==> src/rtl/alu_mul_sequencer.sv <==
// alu_mul_sequencer
// -----------------
// Multi-cycle shift-and-add multiplier controller. It produces the low 32 bits
// of an unsigned 32x32 product, with MIPS `mul` semantics. The shared 32-bit
// ALU is its only arithmetic resource. Each multiplier bit takes three ALU
// passes:
//   ADD : prod + mcand   (the result is kept only when mplier[0] is set)
//   SHL : mcand << 1
//   SHR : mplier >> 1    (also counts the iteration)
// The block drives the ALU operands and control only while it is busy. In IDLE
// and DONE it drives zeros.
//
// Ports
//   clk, rst_n          clock (rising edge) and asynchronous active-low reset
//   start               request pulse; only sampled in IDLE
//   a, b                multiplicand and multiplier, captured on accepted start
//   busy                high from the cycle after start through the DONE cycle
//   done                one-cycle pulse; product is valid
//   product             low 32 bits of a*b; held until the next accepted start
//   alu_a, alu_b        ALU operands
//   alu_ctrl            ALU control (0010 add, 0101 b<<1, 0111 b>>1)
//   alu_result          combinational ALU result for the current operands
//
// Parameter
//   EARLY_EXIT          when non-zero, stop once the shifted multiplier is zero;
//                       otherwise always run 32 iterations
module alu_mul_sequencer #(
  parameter int EARLY_EXIT = 1
) (
  input  logic        clk,
  input  logic        rst_n,
  input  logic        start,
  input  logic [31:0] a,
  input  logic [31:0] b,
  output logic        busy,
  output logic        done,
  output logic [31:0] product,
  output logic [31:0] alu_a,
  output logic [31:0] alu_b,
  output logic [3:0]  alu_ctrl,
  input  logic [31:0] alu_result
);

  localparam logic [3:0] ALU_NOP = 4'b0000;
  localparam logic [3:0] ALU_ADD = 4'b0010;
  localparam logic [3:0] ALU_SHL = 4'b0101;
  localparam logic [3:0] ALU_SHR = 4'b0111;

  typedef enum logic [2:0] {
    S_IDLE,
    S_ADD,
    S_SHL,
    S_SHR,
    S_DONE
  } state_t;

  state_t      state_q, state_d;
  logic [31:0] mcand_q, mcand_d;
  logic [31:0] mplier_q, mplier_d;
  logic [31:0] prod_q, prod_d;
  logic [5:0]  count_q, count_d;

  // Zero detect on the shifted multiplier is done here, on alu_result itself.
  // No ALU zero flag is used.
  logic result_zero;
  assign result_zero = (alu_result == 32'd0);

  always_ff @(posedge clk or negedge rst_n) begin
    if (!rst_n) begin
      state_q  <= S_IDLE;
      mcand_q  <= 32'd0;
      mplier_q <= 32'd0;
      prod_q   <= 32'd0;
      count_q  <= 6'd0;
    end else begin
      state_q  <= state_d;
      mcand_q  <= mcand_d;
      mplier_q <= mplier_d;
      prod_q   <= prod_d;
      count_q  <= count_d;
    end
  end

  always_comb begin
    state_d  = state_q;
    mcand_d  = mcand_q;
    mplier_d = mplier_q;
    prod_d   = prod_q;
    count_d  = count_q;
    alu_a    = 32'd0;
    alu_b    = 32'd0;
    alu_ctrl = ALU_NOP;

    case (state_q)
      S_IDLE: begin
        if (start) begin
          mcand_d  = a;
          mplier_d = b;
          prod_d   = 32'd0;
          count_d  = 6'd0;
          state_d  = S_ADD;
        end
      end
      S_ADD: begin
        alu_a    = prod_q;
        alu_b    = mcand_q;
        alu_ctrl = ALU_ADD;
        if (mplier_q[0]) begin
          prod_d = alu_result;
        end
        state_d = S_SHL;
      end
      S_SHL: begin
        alu_b    = mcand_q;
        alu_ctrl = ALU_SHL;
        mcand_d  = alu_result;
        state_d  = S_SHR;
      end
      S_SHR: begin
        alu_b    = mplier_q;
        alu_ctrl = ALU_SHR;
        mplier_d = alu_result;
        count_d  = count_q + 6'd1;
        // A count of 31 here means this is the 32nd iteration.
        if ((count_q == 6'd31) || ((EARLY_EXIT != 0) && result_zero)) begin
          state_d = S_DONE;
        end else begin
          state_d = S_ADD;
        end
      end
      S_DONE: begin
        state_d = S_IDLE;
      end
      default: begin
        state_d = S_IDLE;
      end
    endcase
  end

  assign busy    = (state_q != S_IDLE);
  assign done    = (state_q == S_DONE);
  assign product = prod_q;

endmodule

==> config.mk <==
export PLATFORM = sky130hd
export DESIGN_NAME = alu_mul_sequencer
export DESIGN_NICKNAME = d
export VERILOG_FILES = /design/src/rtl/alu_mul_sequencer.sv
export SDC_FILE = /design/constraint.sdc
export NUM_CORES = 1
export LEC_CHECK = 0
export BUFFER_PORTS_ARGS = -buffer_cell sky130_fd_sc_hd__buf_2
export CAP_MARGIN = 15
export CORE_MARGIN = 2
export CORE_UTILIZATION = 49
export CTS_CLUSTER_DIAMETER = 80
export CTS_CLUSTER_SIZE = 25
export DETAILED_ROUTE_END_ITERATION = 8
export GPL_TIMING_DRIVEN = 0
export PLACE_DENSITY = 0.86
export SLEW_MARGIN = 30
export SYNTH_ARGS = -nofsm -noshare
export SYNTH_HDL_FRONTEND = slang
export SYNTH_SLANG_ARGS = --single-unit
==> constraint.sdc <==
create_clock -name clk -period 2 [get_ports clk]
set_clock_uncertainty 0.15 [all_clocks]
set_input_delay 0 -clock clk [delete_from_list [all_inputs] [get_ports clk]]
set_output_delay 0 -clock clk [all_outputs]
set_load 0.01 [all_outputs]
# --- Yosys cells after proc, flatten, opt, wreduce, memory -nomap -nowiden ---
# Index checks and enable logic that the tools add are counted.
classes:
  div: 0
  eq_ne: 7
  mux: 15
  addsub: 1
  bitwise_logic: 0
  n_reduce_logical: 11
  shift: 0
  order_cmp: 0
  mul: 0
ops:
  columns: ["cell", "n"]
  rows:
  - ["$pmux W32 S2", 4]
  - ["$mux W32", 5]
  - ["$logic_not A32 Y1", 1]
  - ["$pmux W3 S4", 1]
  - ["$pmux W6 S2", 1]
  - ["$pmux W3 S3", 1]
  - ["$add A6 B1 Y6 const B", 1]
  - ["$eq A3 B2 Y1 const B", 2]
  - ["$eq A6 B5 Y1 const B", 1]
  - ["$mux W3", 2]
  - ["$mux W6", 1]
  - ["$reduce_bool A2 Y1", 3]
  - ["$ne A2 B2 Y1 const B", 2]
  - ["$reduce_and A2 Y1", 2]
  - ["$eq A3 B1 Y1 const B", 1]
  - ["$eq A3 B3 Y1 const B", 1]
  - ["$logic_not A3 Y1", 1]
  - ["$reduce_and A3 Y1", 1]
  - ["$reduce_bool A3 Y1", 1]
  - ["$reduce_or A2 Y1", 1]
  - ["$logic_or A1 B1 Y1", 1]
word_totals:
  latchBits: 0
  ff_bits: 105
  mem_count: 0
  input_bits: 99
  output_inout_bits: 102
  mem_bits_rw: 0
  rom_bits: 0

# --- Logic depth before layout (Yosys ltp) ---
logic_depth:
  word_depth: 4
  mapped_depth: 7
  mapped_depth_nobuf: 4

# --- Worst setup path before layout ---
# OpenSTA, ideal clock, no wires.
synth_timing:
  path_type: "reg-to-reg"
  start: "reg state_q[2]"
  end: "reg mplier_q[10]"
  arrival_ns: 1.512
  period_less_slack_ns: 1.783
  setup_slack_ns: 0.217
  stages_incl_launch_ff: 7
  cell_sequence: "dfrtp_1 > buf_6 > or4b_4 > buf_6 > buf_2 > o22ai_1 > nor2_1"
synth_via:
  elab_chain_cells: 3
synth_rtl:
  columns: ["item", "line_no", "source"]
  rows:
  - ["start, declared", "57", "state_t state_q, state_d;"]
  - ["start signal, assigned", "76", "state_q <= state_d;"]
  - ["$eq A3 B2 Y1 / $logic_not A3 Y1 (equally long branches)", "94", "case (state_q)"]
  - ["$reduce_bool A2 Y1 (no line) / $ne A2 B2 Y1 (equally long branches)", null, null]
  - ["$reduce_and A2 Y1 (no line)", null, null]
  - ["end signal, assigned", "78", "mplier_q <= mplier_d;"]
  - ["end, declared", "59", "logic [31:0] mplier_q, mplier_d;"]
# Several ways; a longest one is shown, not always the timed one.
# A chain may end at the register's enable or synchronous reset.

# --- Worst setup path in the final report ---
layout_timing:
  start: "reg state_q[0]"
  end: "out alu_b[6]"
layout_via:
  elab_chain_cells: 3
layout_rtl:
  columns: ["item", "line_no", "source"]
  rows:
  - ["$eq A3 B1 Y1 / $eq A3 B2 Y1 (equally long branches)", "94", null]
  - ["$reduce_or A2 Y1 (no line)", null, null]
  - ["$pmux W32 S2 (*)", "94", null]
  - ["end, declared", "39", "output logic [31:0] alu_b,"]
# Every way passes the cells marked *; elsewhere a longest branch is shown, timed or not.

==> impl_results.md <==
- 1st-iter DRT viols: 559
- Via/cell ratio: 5.79
- Post-layout util: 0.768
- EDFF count, synth: 0
- Inst Count DP: 891
- Sequential area share after synthesis: 0.510
- Crit-path max cell delay: 0.42 ns
- Worst path depth: 6
- Io pins: 201
- Syn Area/Cell: 9.28 um2
- Final non-filler cell total: 1020
- Slew @ Worst Pin: 0.509 ns
- Cells after Synth: 555
- Cells along the critical path: buf_6 > nor3b_4 > or2_4 > buf_6 > a22o_1 > buf_2
- Fill count: 652
- Buf/Inv on CP: 3
- Largest net degree at the start of global routing: 67
- Leak: 3.84 nW
- ANT nets after route: 0
- Ys flop type: dfrtp_1
- Worst Reg2Reg Path Length in Cells: 6
- Post-synth ARST share: 1.00
- Outcome: finished with violations
- Core area: 10300 um2
- CP Launch Point: state_q[0]
- CP max FO: 10
- Synth warnings: 0
- Final setup violation count: 40
- H-tree Lvls: 3
- Maximum clock rate: 481 MHz
- Initial antenna violation count: 1
- GRT Overall Usage: 0.347
- Crit path max-delay cell type: dfrtp_1
- Fin crit share: 1.04
- Initial core utilization: 0.501
- Routed wire length: 20.6 mm
- Maxcap violations: 0
- Fin. Hold Viols: 0
- CTS sink count: 105
- Die Wd: 107 um
- #FFs+latches synth: 105
- Worst slew margin: 0.660
- Syn Std Cell Area: 5150 um2
- WL/cell: 20.2 um
- RR Startpoint: state_q[2]
- Number of distinct library cells after synthesis: 37
- Initial DRT Pass Iterations: 5
- Vias in the first global route: 5877
- # rows: 37
- Number of vias in the routed layout: 5910
- Hold Crit Class: input pin to register
- Design Power: 0.0121 W
- First-pass GRT wire length: 30.4 mm
- DP Worst Slack: -0.0703 ns
- CTS Buffer Depth: 2
- Post-layout min period: 2.08 ns
- Crit Path Category: register to output port
- Share of cells above drive strength 1: 0.331
- Syn-to-layout area delta: 53.2%
- Net Count, Synth: 655
- Root Buffer: clkbuf_8
- Synth top area cells: dfrtp_1 51%, nand2_1 8.3%, mux2i_1 6.2%
- Critical Path RT: 1.85 ns
- CTS buffer count: 9
- Clk pin slew, worst setup/hold paths: 0.10 ns
- Drt drc: 0
- Worst path arrival time: 1.93 ns
- Final worst slack: -0.0800 ns
- Die area: 11400 um2
- DP HPWL: 12.4 mm
- R2r endpoint: mcand_q[5]
- RSZ-0062 raised after global routing: yes
- Clk Latency, worst-skew pair: 0.36 ns
- Critical Path Sink Type: output port
- Die Y: 107 um
- # nets final: 979
- Gpl congestion: 0.858
- Min Hold Slack: 0.260 ns
- Beginning of the worst hold path: b[28]
- GR Overflow Total: 0
- Register area: 2630 um2
- Area leader, netlist: dfrtp_1
- Port-buffer cells: 199
- Post-synth top area share: 0.510
- Multi-input gate area: 2330 um2
- Max VDD drop: 0.830 mV
- Delay-heaviest family, CP: buffers and inverters
- Crit path launch type: register
- R2R Setup Slk: -0.08 ns
- Power Dens Cells: 1530 nW/um2
- Failing checks: setup timing
- TritonCTS clock tree: built
- Crit path top cell by count: buf_6
- CP endpoint: alu_b[6]
- Final Slew Violations: 0
-- flip-flops by register name (all words and copies together) (netlist names) --
register / count
count_q: 6
product: 32
mcand_q: 32
state_q: 3
mplier_q: 32
-- cells in the mapped netlist (2+ instances only) --
library cell,instances
a22o_1,32
buf_4,7
o22ai_1,26
o21ai_0,54
nand2_1,114
nor2_1,54
buf_6,5
nand3_1,3
nor4_1,8
nor2b_1,2
nand4_1,3
dfrtp_1,105
clkbuf_1,21
o32ai_1,2
buf_2,13
o21ai_1,16
a22oi_1,6
nor3b_1,2
and2_1,33
mux2i_1,32
-- how the worst min path moves through the flow --
| stage | end | slack, ns | cells after the start |
|---|---|---|---|
| 2_1_floorplan | count_q[0] | -0.45 | 0 |
| 3_3_place_gp | mplier_q[30] | 0.07 | 3 |
| 3_5_place_dp | mcand_q[29] | -0.22 | 1 |
| 4_1_cts | mplier_q[27] | 0.22 | 4 |
| 5_1_grt | mplier_q[25] | 0.27 | 4 |
| 6_report | mplier_q[28] | 0.26 | 4 |
-- repair_timing --
item | in CTS | in global routing
resized for setup | 28 | 63
pin swaps | 0 | 3
endpoints found under the setup margin | 89 | 143
endpoints found under the hold margin | 202 | 0
setup buffers | 3 | 11
hold buffers | 99 | 0
gates cloned | 0 | 2
-- cells by family (layout without fill, tap and decap cells) --
kind of cell | Yosys count | in the layout | share of synthesized area
muxes | 32 | 32 | 0.0622
and+or+nand+nor | 228 | 228 | 0.201
buffers and inverters | 47 | 375 | 0.0498
AOI/OAI and AO/OA | 140 | 140 | 0.172
DFF | 105 | 105 | 0.510
other | 1 | 2 | 0.000728
xor gates and xnor gates | 1 | 1 | 0.00170
adders and majority gates | 1 | 1 | 0.00243
-- placed cells by master, fill, tap and decap left out, types with 2 or more instances in the layout --
cell type	instances
o21ai_0	54
a22oi_1	6
clkbuf_1	3
clkbuf_2	9
o22ai_1	25
nand2_1	114
clkinvlp_4	3
mux2i_1	32
and2_4	11
nand3_1	3
nor2_1	53
dlygate4sd3_1	99
and2_1	22
nor3b_1	2
dfrtp_1	105
a22o_1	32
nor2b_1	2
o21ai_1	16
clkbuf_4	3
o32ai_1	2
clkbuf_8	11
nor4_1	8
nand4_1	3
buf_4	20
buf_2	193
buf_6	28
-- stage by stage --
| stage | area (um2) | TNS [ns] |
|---|---|---|
| 2_1_floorplan | 5150 | 0 |
| 3_3_place_gp | 6320 | -33.61 |
| 3_5_place_dp | 6350 | -0.634 |
| 4_1_cts | 7600 | -1.79 |
| 5_1_grt | 7900 | -5.59 |
| 6_report | 7900 | -1.49 |
-- power breakdown --
group,internal (W),total [W],leakage (nW),switching [W]
Sequential,0.00312,0.00382,1.30,0.000697
Clock,0.000458,0.00122,0.0765,0.000757
Combinational,0.00305,0.00704,2.47,0.00399
Total,0.00663,0.0121,3.84,0.00544
-- cell type report --
type	count	area share
antenna	1	0.000317
buffer	45	0.0450
clock buffer	10	0.0162
clock inverter	5	0.00539
multi-input combinational	403	0.295
sequential	105	0.333
tap	136	0.0216
timing repair buffer	315	0.284
-- routing by layer --
metal | vias up | GRT usage | routed length [um]
li1 | 2564 | - | -
met1 | 2786 | 0.415 | 7600
met2 | 453 | 0.593 | 9960
met3 | 107 | 0.0723 | 2040
met4 | 0 | 0.171 | 1030
met5 | - | 0 | 0
-- tightest hold or removal path, delay by kind of cell --
family	cells	cell delay, ns
AOI/OAI and AO/OA	1	0.05
buffers and inverters	2	0.62
and+or+nand+nor	1	0.06
Note: power is estimated with default switching activity, not from simulation.
